==> config.mk <==
export PLATFORM = sky130hd
export DESIGN_NAME = sccb_responder
export DESIGN_NICKNAME = d
export VERILOG_FILES = /design/src/rtl/sccb_pkg.sv /design/src/rtl/sccb_line_filter.sv /design/src/rtl/sccb_responder.sv
export SDC_FILE = /design/constraint.sdc
export NUM_CORES = 1
export LEC_CHECK = 0
export BUFFER_PORTS_ARGS = -buffer_cell sky130_fd_sc_hd__buf_2
export CAP_MARGIN = 20
export CORE_MARGIN = 2
export CORE_UTILIZATION = 50
export CTS_CLUSTER_SIZE = 24
export DETAILED_ROUTE_END_ITERATION = 8
export PLACE_DENSITY = 0.72
export SLEW_MARGIN = 30
export SYNTH_ARGS = -nofsm -noshare
export SYNTH_HDL_FRONTEND = slang
export SYNTH_HIERARCHICAL = 1
export SYNTH_SLANG_ARGS = --single-unit
==> constraint.sdc <==
create_clock -name clk -period 1.99 [get_ports clk]
set_input_delay 0.0995 -clock clk [delete_from_list [all_inputs] [get_ports clk]]
set_output_delay 0.0995 -clock clk [all_outputs]
set_load 0.01 [all_outputs]
==> src/rtl/sccb_pkg.sv <==
// Shared types and constants for the SCCB responder.
package sccb_pkg;

    localparam logic [7:0] SCCB_DEFAULT_ID = 8'h42;
    localparam int         BIT_CNT_W       = 4;

    typedef enum logic [2:0] {
        ST_IDLE,
        ST_ID,
        ST_SUB,
        ST_WDATA,
        ST_RDATA,
        ST_IGNORE
    } sccb_state_e;

endpackage

==> src/rtl/sccb_line_filter.sv <==
// Synchronizes one SCCB line, rejects glitches shorter than FILTER_LEN clk
// samples and produces one-cycle rise/fall strobes. Resets to idle-high.
module sccb_line_filter #(
    parameter int FILTER_LEN = 3
) (
    input  logic clk,
    input  logic rst,
    input  logic line_in,
    output logic level,
    output logic rise,
    output logic fall
);

    localparam int CNT_W = (FILTER_LEN > 1) ? $clog2(FILTER_LEN) : 1;
    localparam logic [CNT_W-1:0] CNT_LAST = CNT_W'(FILTER_LEN - 1);

    logic [1:0]       sync_q, sync_d;
    logic [CNT_W-1:0] cnt_q, cnt_d;
    logic             level_q, level_d;
    logic             rise_q, rise_d;
    logic             fall_q, fall_d;

    // The level flips only after FILTER_LEN consecutive disagreeing samples.
    always_comb begin
        sync_d  = {sync_q[0], line_in};
        cnt_d   = '0;
        level_d = level_q;
        rise_d  = 1'b0;
        fall_d  = 1'b0;
        if (sync_q[1] != level_q) begin
            if (cnt_q == CNT_LAST) begin
                level_d = sync_q[1];
                rise_d  = sync_q[1];
                fall_d  = ~sync_q[1];
            end else begin
                cnt_d = cnt_q + 1'b1;
            end
        end
    end

    always_ff @(posedge clk or posedge rst) begin
        if (rst) begin
            sync_q  <= 2'b11;
            cnt_q   <= '0;
            level_q <= 1'b1;
            rise_q  <= 1'b0;
            fall_q  <= 1'b0;
        end else begin
            sync_q  <= sync_d;
            cnt_q   <= cnt_d;
            level_q <= level_d;
            rise_q  <= rise_d;
            fall_q  <= fall_d;
        end
    end

    assign level = level_q;
    assign rise  = rise_q;
    assign fall  = fall_q;

endmodule

==> src/rtl/sccb_responder.sv <==
// SCCB register-port responder (write ID DEVICE_ID, read ID DEVICE_ID|1).
// Read support is compiled in only when SCCB_RESPONDER_READ_EN is defined.
module sccb_responder
    import sccb_pkg::*;
#(
    parameter logic [7:0] DEVICE_ID  = SCCB_DEFAULT_ID,
    parameter int         FILTER_LEN = 3
) (
    input  logic       clk,
    input  logic       rst,
    input  logic       sio_c,
    input  logic       sio_d_in,
    output logic       sio_d_oe,
    output logic [7:0] reg_addr,
    output logic [7:0] reg_wr_data,
    output logic       reg_wr_en,
    input  logic [7:0] reg_rd_data,
    output logic       busy
);

    logic sc_level, sc_rise, sc_fall;
    logic sd_level, sd_rise, sd_fall;

    sccb_line_filter #(.FILTER_LEN(FILTER_LEN)) u_filt_c (
        .clk(clk), .rst(rst), .line_in(sio_c),
        .level(sc_level), .rise(sc_rise), .fall(sc_fall)
    );

    sccb_line_filter #(.FILTER_LEN(FILTER_LEN)) u_filt_d (
        .clk(clk), .rst(rst), .line_in(sio_d_in),
        .level(sd_level), .rise(sd_rise), .fall(sd_fall)
    );

    logic start_det, stop_det;
    assign start_det = sd_fall & sc_level;
    assign stop_det  = sd_rise & sc_level;

    sccb_state_e          state_q, state_d;
    logic [BIT_CNT_W-1:0] bit_cnt_q, bit_cnt_d;
    logic [7:0]           shift_q, shift_d;
    logic [7:0]           reg_addr_q, reg_addr_d;
    logic [7:0]           reg_wr_data_q, reg_wr_data_d;
    logic                 reg_wr_en_q, reg_wr_en_d;
    logic [7:0]           rx_byte;

    assign rx_byte = {shift_q[6:0], sd_level};

`ifdef SCCB_RESPONDER_READ_EN
    localparam logic [7:0] READ_ID = DEVICE_ID | 8'h01;
    logic [7:0] rd_shift_q, rd_shift_d;
    logic       rd_active_q, rd_active_d;
    logic       sio_d_oe_q, sio_d_oe_d;
`endif

    always_comb begin
        state_d       = state_q;
        bit_cnt_d     = bit_cnt_q;
        shift_d       = shift_q;
        reg_addr_d    = reg_addr_q;
        reg_wr_data_d = reg_wr_data_q;
        reg_wr_en_d   = 1'b0;
`ifdef SCCB_RESPONDER_READ_EN
        rd_shift_d    = rd_shift_q;
        rd_active_d   = rd_active_q;
        sio_d_oe_d    = sio_d_oe_q;
`endif

        // Bit counter runs 0..8; the ninth (ack/NA) bit only rewinds it.
        if (sc_rise && state_q != ST_IDLE) begin
            if (bit_cnt_q == BIT_CNT_W'(8)) begin
                bit_cnt_d = '0;
            end else begin
                bit_cnt_d = bit_cnt_q + 1'b1;
                shift_d   = rx_byte;
                if (bit_cnt_q == BIT_CNT_W'(7)) begin
                    case (state_q)
                        ST_ID: begin
                            if (rx_byte == DEVICE_ID)
                                state_d = ST_SUB;
`ifdef SCCB_RESPONDER_READ_EN
                            else if (rx_byte == READ_ID)
                                state_d = ST_RDATA;
`endif
                            else
                                state_d = ST_IGNORE;
                        end
                        ST_SUB: begin
                            reg_addr_d = rx_byte;
                            state_d    = ST_WDATA;
                        end
                        ST_WDATA: begin
                            reg_wr_data_d = rx_byte;
                            reg_wr_en_d   = 1'b1;
                            state_d       = ST_IGNORE;
                        end
                        default: ;
                    endcase
                end
            end
        end

`ifdef SCCB_RESPONDER_READ_EN
        // Read byte: the fall ending the ID ack loads the byte and drives bit 7;
        // later falls walk down to bit 0, and the fall after the 8th rise releases.
        if (sc_fall && state_q == ST_RDATA) begin
            if (!rd_active_q) begin
                if (bit_cnt_q == '0) begin
                    rd_active_d = 1'b1;
                    rd_shift_d  = reg_rd_data;
                    sio_d_oe_d  = ~reg_rd_data[7];
                end
            end else if (bit_cnt_q == BIT_CNT_W'(8)) begin
                rd_active_d = 1'b0;
                sio_d_oe_d  = 1'b0;
                state_d     = ST_IGNORE;
            end else begin
                rd_shift_d = rd_shift_q << 1;
                sio_d_oe_d = ~rd_shift_q[6];
            end
        end
`endif

        if (stop_det) begin
            state_d   = ST_IDLE;
            bit_cnt_d = '0;
`ifdef SCCB_RESPONDER_READ_EN
            rd_active_d = 1'b0;
            sio_d_oe_d  = 1'b0;
`endif
        end else if (start_det) begin
            state_d   = ST_ID;
            bit_cnt_d = '0;
`ifdef SCCB_RESPONDER_READ_EN
            rd_active_d = 1'b0;
            sio_d_oe_d  = 1'b0;
`endif
        end
    end

    always_ff @(posedge clk or posedge rst) begin
        if (rst) begin
            state_q       <= ST_IDLE;
            bit_cnt_q     <= '0;
            shift_q       <= '0;
            reg_addr_q    <= '0;
            reg_wr_data_q <= '0;
            reg_wr_en_q   <= 1'b0;
`ifdef SCCB_RESPONDER_READ_EN
            rd_shift_q    <= '0;
            rd_active_q   <= 1'b0;
            sio_d_oe_q    <= 1'b0;
`endif
        end else begin
            state_q       <= state_d;
            bit_cnt_q     <= bit_cnt_d;
            shift_q       <= shift_d;
            reg_addr_q    <= reg_addr_d;
            reg_wr_data_q <= reg_wr_data_d;
            reg_wr_en_q   <= reg_wr_en_d;
`ifdef SCCB_RESPONDER_READ_EN
            rd_shift_q    <= rd_shift_d;
            rd_active_q   <= rd_active_d;
            sio_d_oe_q    <= sio_d_oe_d;
`endif
        end
    end

`ifdef SCCB_RESPONDER_READ_EN
    assign sio_d_oe = sio_d_oe_q;
`else
    logic unused_rd;
    assign unused_rd = ^{reg_rd_data, sc_fall};
    assign sio_d_oe  = 1'b0;
`endif

    assign reg_addr    = reg_addr_q;
    assign reg_wr_data = reg_wr_data_q;
    assign reg_wr_en   = reg_wr_en_q;
    assign busy        = (state_q != ST_IDLE);

endmodule
# Word level (Yosys, flattened, before mapping)
# Cells that the tools add are included.
word_totals:
  ff_bits: 44
  out_inout_bits: 19
  inputBits: 12
op_classes:
  bitwise_logic: 4
  n_eq_ne: 11
  mux: 25
  n_addsub: 3
  reduce_logical: 11
ops:
  columns: ["operator", "count"]
  rows:
  - ["$mux 3", 6]
  - ["$mux 4", 4]
  - ["$reduce_and 4->1", 3]
  - ["$mux 1", 10]
  - ["$pmux 3 s3", 1]
  - ["$reduce_bool 3->1", 3]
  - ["$eq 8x7->1 const B", 1]
  - ["$mux 2", 4]
  - ["$eq 3x2->1 const B", 2]
  - ["$reduce_and 2->1", 3]
  - ["$reduce_bool 5->1", 1]
  - ["$add 2x1->2 const B", 2]
  - ["$add 4x1->4 const B", 1]
  - ["$eq 2x2->1 const B", 2]
  - ["$eq 4x3->1 const B", 1]
  - ["$eq 4x4->1 const B", 1]
  - ["$eq 3x1->1 const B", 1]
  - ["$ne 3x3->1 const B", 1]
  - ["$and 1x1->1", 2]
  - ["$ne 1x1->1", 2]
  - ["$not 1->1", 2]
  - ["$logic_and 1x1->1", 1]

# Depth between registers and ports, before layout
# Gate-level depths: netlist of the first run.
logic_depth:
  depth_word: 8
  depth_mapped: 5
  depth_no_buf: 5

# By module
# The synthesis of the first run kept the hierarchy.
modules_own_cells:
  columns: ["module", "instances", "cells_each", "seq_area_each_um2", "area_each_um2"]
  rows:
  - ["sccb_responder", 1, 102, 775.7, 1402.6]
  - ["sccb_line_filter", 2, 15, 178.9, 247.7]

# Worst setup path before layout of the first run
# Ideal clock, no wire load.
synth_timing:
  path_kind: "register to register"
  start: "reg bit_cnt_q[0]"
  end: "reg reg_addr_q[0], in the netlist reg_addr[0]"
  n_path_buf: 0
  setup_ns: 0.125
  path_stages_with_launch: 5
  path_slack_ns: 0.437
  synth_period_minus_slack_ns: 1.553
  arrival_ns: 1.429
  cell_sequence: "dfrtp_1 ha_1 nand4b_4 nor3_4 mux2_2"
synth_via:
  elab_chain_cells: 3
  elab_cells_between_ends: 4
synth_rtl:
  columns: ["item", "line_no", "text"]
  rows:
  - ["start, declared", "sccb_responder.sv:39", "logic [BIT_CNT_W-1:0] bit_cnt_q, bit_cnt_d;"]
  - ["start signal, assigned", "sccb_responder.sv:155", "bit_cnt_q <= bit_cnt_d;"]
  - ["$eq 4x4->1", "sccb_responder.sv:70", "if (bit_cnt_q == BIT_CNT_W'(8)) begin"]
  - ["$not 1->1 (no line)", null, null]
  - ["$reduce_and 4->1 (no line) *", null, null]
  - ["end signal, assigned", "sccb_responder.sv:157", "reg_addr_q <= reg_addr_d;"]
  - ["end, declared", "sccb_responder.sv:41", "logic [7:0] reg_addr_q, reg_addr_d;"]
# Every way passes the cells marked *; elsewhere a longest branch is shown, timed or not.
# A chain may end at the register's enable or synchronous reset.

# Worst setup path after layout of the first run
layout_timing:
  start: "reg bit_cnt_q[0]"
  end: "reg reg_addr_q[3], in the netlist reg_addr[3]"
# Same word-level chain as after synthesis.

==> flow_metrics.tcl, run 1 <==
set metrics [dict create \
    crit_path_max_fanout 8 \
    nNetsFinal 174 \
    grt_pass1_wl_mm 5.31 \
    status "completed" \
    finalSetupViolCount 0 \
    ctsHoldBuffers 3 \
    wl_per_cell_um 14.5 \
    gp_congestion 0.785 \
    setup_tns_ns 0 \
    core_area_sq_um 3630 \
    insertion_delay_ns 0.30 \
    pwr_density_cell_nw_per_um2 979 \
    leakage_nw 1.12 \
    slew_viol_final 0 \
    synthesis.nets 144 \
    reg2reg_from "bit_cnt_q[0]" \
    cts_root_buffer "clkbuf_8" \
    syn_inst 130 \
    final_common_cell "dfrtp_1" \
    arrival_ns 1.96 \
    crit_start "bit_cnt_q[0]" \
    initial_utilization_pct 51.3 \
    antenna_cells 0 \
    clk_pin_slew_ns 0.08 \
    cp.required_ns 2.18 \
    die_h_um 65.1 \
    cts_tree "built" \
    end_kind "flop" \
    avgSynthCellArea_sq_um 14.4 \
    rows 22 \
    worst_slew_pin_slew_ns 0.575 \
    grt_pass1_vias 1172 \
    via_per_inst 5.36 \
    io_pins 31 \
    die_w_um 65.1 \
    fin_crit_sh_pct 88.9 \
    hpwlAfterDp_mm 2.11 \
    finalNonFillerCells 209 \
    wl_mm 3.03 \
    min_path_type "input port to async pin" \
    timing.fmax_mhz 565 \
    layout_common_cells "dfrtp_1 (38), buf_2 (21), mux2_2 (20)" \
    cts_resized 0 \
    ant_nets 0 \
    post-cts-setup-buffers 0 \
    period_needed_ns 1.77 \
    rsz0062_at_grt "false" \
    area_growth_syn_to_layout_pct 16.7 \
    grtUsageTotal_pct 17.1 \
    hold_viol 0 \
    dr.pass1.iters 4 \
    place.port_buffers 21 \
    peakVddDrop_v 0.000592 \
    worstSetupPathType "flop to flop" \
    cts_inserted_buffers 5 \
    maxSlewHeadroom_pct 61.2 \
    drt_iter0_markers 37 \
    dieArea_sq_um 4240 \
    overflow 0 \
    dp_cells 198 \
    fin_skew_ns 0.00771 \
    maxCapViolCount 0 \
    clkSinkCount 44 \
    ys_warn_count 6 \
    antenna_found_initial 0 \
    grt_max_degree 32 \
    htreeDepth 2 \
    drc 0 \
    netlist_area_sq_um 1870 \
    drive_above_1_share_pct 40.4 \
    clockBufferDepth 2 \
    worstSetupStartpointType "flop" \
    num_vias 1121 \
]
==> metrics by stage <==
stage | hold slack [ns] | setup slack (ns) | power (mW) | util [%] | instance area (sq um)
floorplan | -0.112 | 0.437 | 1.36 | - | 1870
global placement | 0.0280 | 0.251 | 1.41 | 55.8 | 2030
detailed placement | 0.0405 | 0.220 | 1.44 | 55.8 | 2030
CTS | 0.272 | 0.204 | 2.16 | 59.9 | 2180
global route | 0.319 | 0.101 | 2.24 | 59.9 | 2180
finish | 0.298 | 0.220 | 2.13 | 59.9 | 2180
==> critical path, stage by stage, from the launching register on <==
cell and delay [ns]:
dfrtp_1 0.42, ha_1 0.25, nand4b_4 0.16, nor3_4 0.44, mux2_2 0.39
==> registers in the layout, indices dropped and copies added, names as in the netlist, 2 cells and up <==
signal           cells
state_q              3
u_filt_d/cnt_q       2
reg_wr_data          8
u_filt_c/sync_q      2
reg_addr             8
u_filt_c/cnt_q       2
bit_cnt_q            4
shift_q              7
u_filt_d/sync_q      2
==> worst paths after layout <==
| check | to | slack, ns | depth (start not counted) |
|---|---|---|---|
| setup / recovery | reg_addr[3] | 0.22 | 4 |
| hold / removal | u_filt_c/rise | 0.30 | 3 |
| setup reg to reg | reg_addr[3] | 0.22 | 4 |
| hold reg to reg | u_filt_d/sync_q[1] | 0.36 | 0 |
| max in group asynchronous | bit_cnt_q[3] | 1.25 | 4 |
| min in group clk | u_filt_d/sync_q[1] | 0.36 | 0 |
==> report_power, final <==
| part | internal, mW | switching (mW) |
|---|---|---|
| logic | 0.164 | 0.116 |
| clock network | 0.410 | 0.297 |
| registers | 1.01 | 0.138 |
==> per-layer routing <==
| metal | up-vias | global-route usage, % | share of wire, % |
|---|---|---|---|
| met5 | - | 0 | 0 |
| met4 | 0 | 7.81 | 1.9 |
| met3 | 5 | 4.69 | 2.4 |
| met1 | 572 | 19.8 | 41 |
| met2 | 18 | 29.4 | 54 |
| li1 | 526 | - | - |
==> final cells by class <==
cell class	instances	area, sq um
Clock buffer	6	82.6
Clock inverter	2	38.8
Fill cell	307	1460
Inverter	7	26.3
Multi-Input combinational cell	77	718
Sequential cell	44	1110
Tap cell	48	60.1
Timing Repair Buffer	25	143
No activity file was read; power rests on OpenSTA's default activity.
==> run 2: changes to the inputs <==
--- a/config.mk
+++ b/config.mk
@@ -8,10 +8,10 @@
 export BUFFER_PORTS_ARGS = -buffer_cell sky130_fd_sc_hd__buf_2
 export CAP_MARGIN = 20
 export CORE_MARGIN = 2
-export CORE_UTILIZATION = 50
+export CORE_UTILIZATION = 45
 export CTS_CLUSTER_SIZE = 24
 export DETAILED_ROUTE_END_ITERATION = 8
-export PLACE_DENSITY = 0.72
+export PLACE_DENSITY = 0.66
 export SLEW_MARGIN = 30
 export SYNTH_ARGS = -nofsm -noshare
 export SYNTH_HDL_FRONTEND = slang
==> run 2 against run 1 <==
Effect of this change: utilization is 5.2 points lower; sequential cell count stayed put; critical path depth is 1 higher; clock skew is 0.0026 ns higher; first-iteration DRC count is 43% higher; hold slack worse by 0.032 ns; register-to-register slack better by 0.097 ns; sequential share of layout area is 0.26 points lower; setup slack better by 0.097 ns; power is 1.4% lower; cell count is 1.9% higher; via count is 1.2% lower.
==> flow_metrics.tcl, run 2 (same netlist as run 1, synthesis figures left out) <==
set metrics [dict create \
    status "completed" \
    grt_pass1_wl_mm 5.20 \
    cts_root_buffer "clkbuf_8" \
    clk_pin_slew_ns 0.09 \
    antenna_found_initial 0 \
    path_cells "ha_1, nand4b_4, nor3_4, buf_4, mux2_2" \
    htreeDepth 2 \
    cts_tree "built" \
    grt_max_degree 32 \
    arrival_ns 1.87 \
    clkPwrFrac_pct 32.6 \
    clockBufferDepth 2 \
    dieArea_sq_um 4680 \
    grtUsageTotal_pct 15.7 \
    worstSetupStartpointType "flop" \
    final_common_cell "dfrtp_1" \
    comb_power_share_pct 13.3 \
    fin_crit_sh_pct 84.1 \
    path_buf_inv 1 \
    overflow 0 \
    dr.pass1.iters 4 \
    wl_mm 3.12 \
    p_int_mw 1.55 \
    post-place-ws_ns 0.301 \
    crit_start "bit_cnt_q[0]" \
    fin_util_pct 54.7 \
    max_stage_delay_ns 0.42 \
    maxCapViolCount 0 \
    min_path_type "input port to async pin" \
    peakVddDrop_v 0.000538 \
    antenna_cells 0 \
    finalSetupViolCount 0 \
    hpwlAfterDp_mm 2.22 \
    num_vias 1107 \
    via_per_inst 5.20 \
    gp_congestion 0.793 \
    fin_skew_ns 0.0104 \
    rows 23 \
    nNetsFinal 176 \
    leakage_nw 1.12 \
    clkSinkCount 44 \
    grt_pass1_vias 1062 \
    end_kind "flop" \
    timing.fmax_mhz 598 \
    insertion_delay_ns 0.30 \
    layout_common_cells "dfrtp_1 (38), buf_2 (21), mux2_2 (20)" \
    die_w_um 68.4 \
    post-cts-setup-buffers 0 \
    netSwitchingPower_mw 0.554 \
    reg2reg_from "bit_cnt_q[0]" \
    cp_slowest_cell "dfrtp_1" \
    fill_cells 324 \
    power_mw 2.10 \
    register_area_sq_um 1110 \
    ant_nets 0 \
    cp.required_ns 2.18 \
    core_area_sq_um 4000 \
    initial_utilization_pct 46.6 \
    slew_viol_final 0 \
    setup_tns_ns 0 \
    period_needed_ns 1.67 \
    worstSetupPathType "flop to flop" \
    place.port_buffers 21 \
    io_pins 31 \
    crit_family "flip-flops" \
    cts_resized 0 \
    hold_viol 0 \
    multi_input_area_sq_um 718 \
    area_growth_syn_to_layout_pct 17.3 \
    cts_inserted_buffers 5 \
    drt_iter0_markers 53 \
    drive_above_1_share_pct 41.1 \
    switching_share_pct 26.4 \
    drc 0 \
    crit_path_max_fanout 5 \
    die_h_um 68.4 \
    pwr_density_cell_nw_per_um2 960 \
    ctsHoldBuffers 3 \
    pwr-share-seq_pct 54.2 \
    wl_per_cell_um 14.7 \
    timing.final.ws_setup_ns 0.317 \
    rsz0062_at_grt "false" \
    dp_cells 202 \
    finalNonFillerCells 213 \
]
==> run 2: final cells by class <==
class / count / area share (%)
clock inverters: 3 / 2.12
clock buffers: 5 / 3.14
multi-input cells: 77 / 32.8
repair buffers: 27 / 7.20
inverters: 7 / 1.20
flip-flops and latches: 44 / 50.7
well taps: 50 / 2.86
==> run 2: metrics by stage <==
stage                     hold WS, ns  area (sq um)
after global placement         0.0287          2040
after CTS                       0.262          2190
after floorplan                -0.112          1870
final                           0.266          2190
after detailed placement       0.0387          2040
after global routing            0.292          2190
==> run 2: routing by layer <==
metal / share of wire (%) / track usage, %
met2: 49 / 23.6
met4: 2.3 / 8.25
met5: 0 / 0
met1: 45 / 20.5
met3: 3.7 / 4.61
==> run 2: worst reg2reg max path, delay by kind of cell, from the launching register on <==
kind / cells / cell delay (ns)
adder cells (fa/ha/maj): 1 / 0.25
AND/OR/NAND/NOR: 2 / 0.38
flip-flops: 1 / 0.42
buffers and inverters: 1 / 0.17
multiplexers: 1 / 0.34
==> run 2: power by group through the flow <==
stage                     Sequential, mW  Combinational (mW)  Clock, mW
after floorplan                     1.12               0.233          0
after global placement              1.15               0.265          0
after detailed placement            1.16               0.278          0
after CTS                           1.14               0.284      0.704
after global routing                1.16               0.307      0.743
final                               1.14               0.278      0.684
==> run 2: worst paths after layout <==
kind	end	slack, ns	cells past startpoint
max	reg_addr[4]	0.32	5
min	u_filt_c/rise	0.27	3
max reg2reg	reg_addr[4]	0.32	5
min reg2reg	u_filt_c/sync_q[1]	0.36	0
max in group asynchronous	bit_cnt_q[3]	1.27	4
min in group clk	u_filt_c/sync_q[1]	0.36	0
==> run 3: changes to the inputs <==
--- a/config.mk
+++ b/config.mk
@@ -5,6 +5,7 @@
 export SDC_FILE = /design/constraint.sdc
 export NUM_CORES = 1
 export LEC_CHECK = 0
+export ABC_AREA = 1
 export BUFFER_PORTS_ARGS = -buffer_cell sky130_fd_sc_hd__buf_2
 export CAP_MARGIN = 20
 export CORE_MARGIN = 2
==> constraint.sdc (replaced) <==
create_clock -name clk -period 1.65 [get_ports clk]
set_input_delay 0.0825 -clock clk [delete_from_list [all_inputs] [get_ports clk]]
set_output_delay 0.0825 -clock clk [all_outputs]
set_load 0.01 [all_outputs]
==> run 3 against run 2 <==
Effect of this change: register-to-register slack got worse by 0.19 ns; critical path type unchanged; routed wire length shrank 2.3%; hold slack worse by 0.0062 ns; cell area is 0.51% higher; combinational power increased by 33%; die area is 3.5% higher.
==> flow_metrics.tcl, run 3 <==
set metrics [dict create \
    regToRegSetupSlack_ns 0.12 \
    worstSetupPathType "flop to flop" \
    clk_pin_slew_ns 0.08 \
    cts_inserted_buffers 5 \
    timing.fmax_mhz 655 \
    dr.pass1.iters 4 \
    die_w_um 69.6 \
    fin_skew_ns 0.0113 \
    min_path_type "input port to async pin" \
    cts_tree "built" \
    hold_ws_ns 0.260 \
    r2r_cells 8 \
    die_h_um 69.6 \
    place_area_sq_um 2080 \
    p_int_mw 1.64 \
    timing.final.ws_setup_ns 0.124 \
    switching_share_pct 28.8 \
    clkPwrFrac_pct 27.2 \
    worstSetupStartpointType "flop" \
    period_needed_ns 1.53 \
    power_mw 2.30 \
    rsz0062_at_grt "true" \
    end_kind "flop" \
    avgSynthCellArea_sq_um 9.58 \
    fill_cells 377 \
    grtUsageTotal_pct 14.4 \
    layout_common_cells "nand2_1 (49), dfrtp_1 (38), inv_1 (29)" \
    ys_warn_count 6 \
    grt_pass1_vias 1253 \
    status "completed" \
    fin_crit_sh_pct 92.5 \
    area_growth_syn_to_layout_pct 13.6 \
    reg2reg_to "reg_wr_data[5]" \
    gp_congestion 0.771 \
    finalSetupViolCount 0 \
    path_cells "ha_1, nand2_1, nor2_1, inv_2, nor2_8, nand3_4, nand2_1, o21ai_2" \
    nNetsFinal 245 \
    crit_path_max_fanout 17 \
    wl_mm 3.05 \
    drc 0 \
    grt_pass1_wl_mm 5.58 \
    wl_per_cell_um 10.8 \
    io_pins 31 \
    leakage_nw 1.15 \
    grt_max_degree 27 \
    antenna_found_initial 0 \
    drt_iter0_markers 91 \
    cts_root_buffer "clkbuf_8" \
    num_vias 1280 \
    max_stage_delay_ns 0.38 \
    core_area_sq_um 4060 \
    antenna_cells 0 \
    arrival_ns 1.71 \
    drive_above_1_share_pct 28.9 \
    peakVddDrop_v 0.000624 \
    htreeDepth 2 \
    pwr_density_cell_nw_per_um2 1050 \
    post-cts-setup-buffers 0 \
    path_buf_inv 1 \
    fin_util_pct 54.2 \
    netSwitchingPower_mw 0.662 \
    hold_viol 0 \
    pwr-share-seq_pct 56.7 \
    finalNonFillerCells 282 \
    initial_utilization_pct 47.7 \
    comb_power_share_pct 16.1 \
    cp_slowest_cell "dfrtp_1" \
    overflow 0 \
    synthesis.nets 216 \
    clockBufferDepth 2 \
    via_per_inst 4.54 \
    dp_cells 271 \
    crit_top_cell "nand2_1" \
    place.port_buffers 21 \
    final_common_cell "nand2_1" \
    slew_viol_final 0 \
    post-place-ws_ns 0.0726 \
    setup_tns_ns 0 \
    hpwlAfterDp_mm 2.21 \
    syn_inst 202 \
    crit_family "simple AND/OR/NAND/NOR gates" \
    rows 23 \
    dieArea_sq_um 4840 \
    ant_nets 0 \
    reg2reg_from "bit_cnt_q[0]" \
    clkSinkCount 44 \
    cp.required_ns 1.83 \
    netlist_area_sq_um 1940 \
    insertion_delay_ns 0.29 \
    maxCapViolCount 0 \
    final_design_area_no_fill_sq_um 2200 \
]
-- run 3: power by group through the flow --
stage          Combinational, mW  Sequential (mW)  Clock, mW
6_report                   0.371             1.30      0.626
5_1_grt                    0.448             1.32      0.694
4_1_cts                    0.378             1.31      0.655
3_5_place_dp               0.373             1.33          0
3_3_place_gp               0.361             1.32          0
2_1_floorplan              0.296             1.31          0
-- run 3: what timing repair did --
action                                 4_1_cts  5_1_grt
hold buffers                                 3        0
setup endpoints to repair                    0        8
endpoints found under the hold margin       20        0
gates resized for setup                      0        1
-- run 3: worst reg2reg max path: cells and delay by family (launching register included) --
kind                     cells  cell delay (ns)
AO/OA/AOI/OAI                1             0.06
adder cells (fa/ha/maj)      1             0.19
buffers and inverters        1             0.08
flip-flops                   1             0.38
AND/OR/NAND/NOR              5             0.73
-- run 3: layer usage --
layer,share of wire (%),track usage [%],vias to the layer above
li1,-,-,682
met1,50,19.6,581
met2,46,22.3,15
met3,3.4,3.49,2
met4,0.56,5.23,0
met5,0,0,-
-- run 3: worst max path at each step --
stage / from / end / cells after the start
finish: bit_cnt_q[0] / reg_wr_data[5] / 8
CTS: bit_cnt_q[0] / reg_addr[2] / 8
global route: bit_cnt_q[1] / reg_wr_data[3] / 8
detailed placement: bit_cnt_q[0] / reg_addr[4] / 8
floorplan: bit_cnt_q[0] / reg_addr[1] / 9
global placement: bit_cnt_q[1] / reg_addr[4] / 8
-- run 3: layout make-up --
type,instances,area (sq um),area share (%)
sequential,44,1110,50.4
multi-input combinational,121,673,30.6
timing repair buffer,26,150,6.83
inverter,33,124,5.63
clock buffer,7,76.3,3.47
tap,50,62.6,2.84
clock inverter,1,5.00,0.228
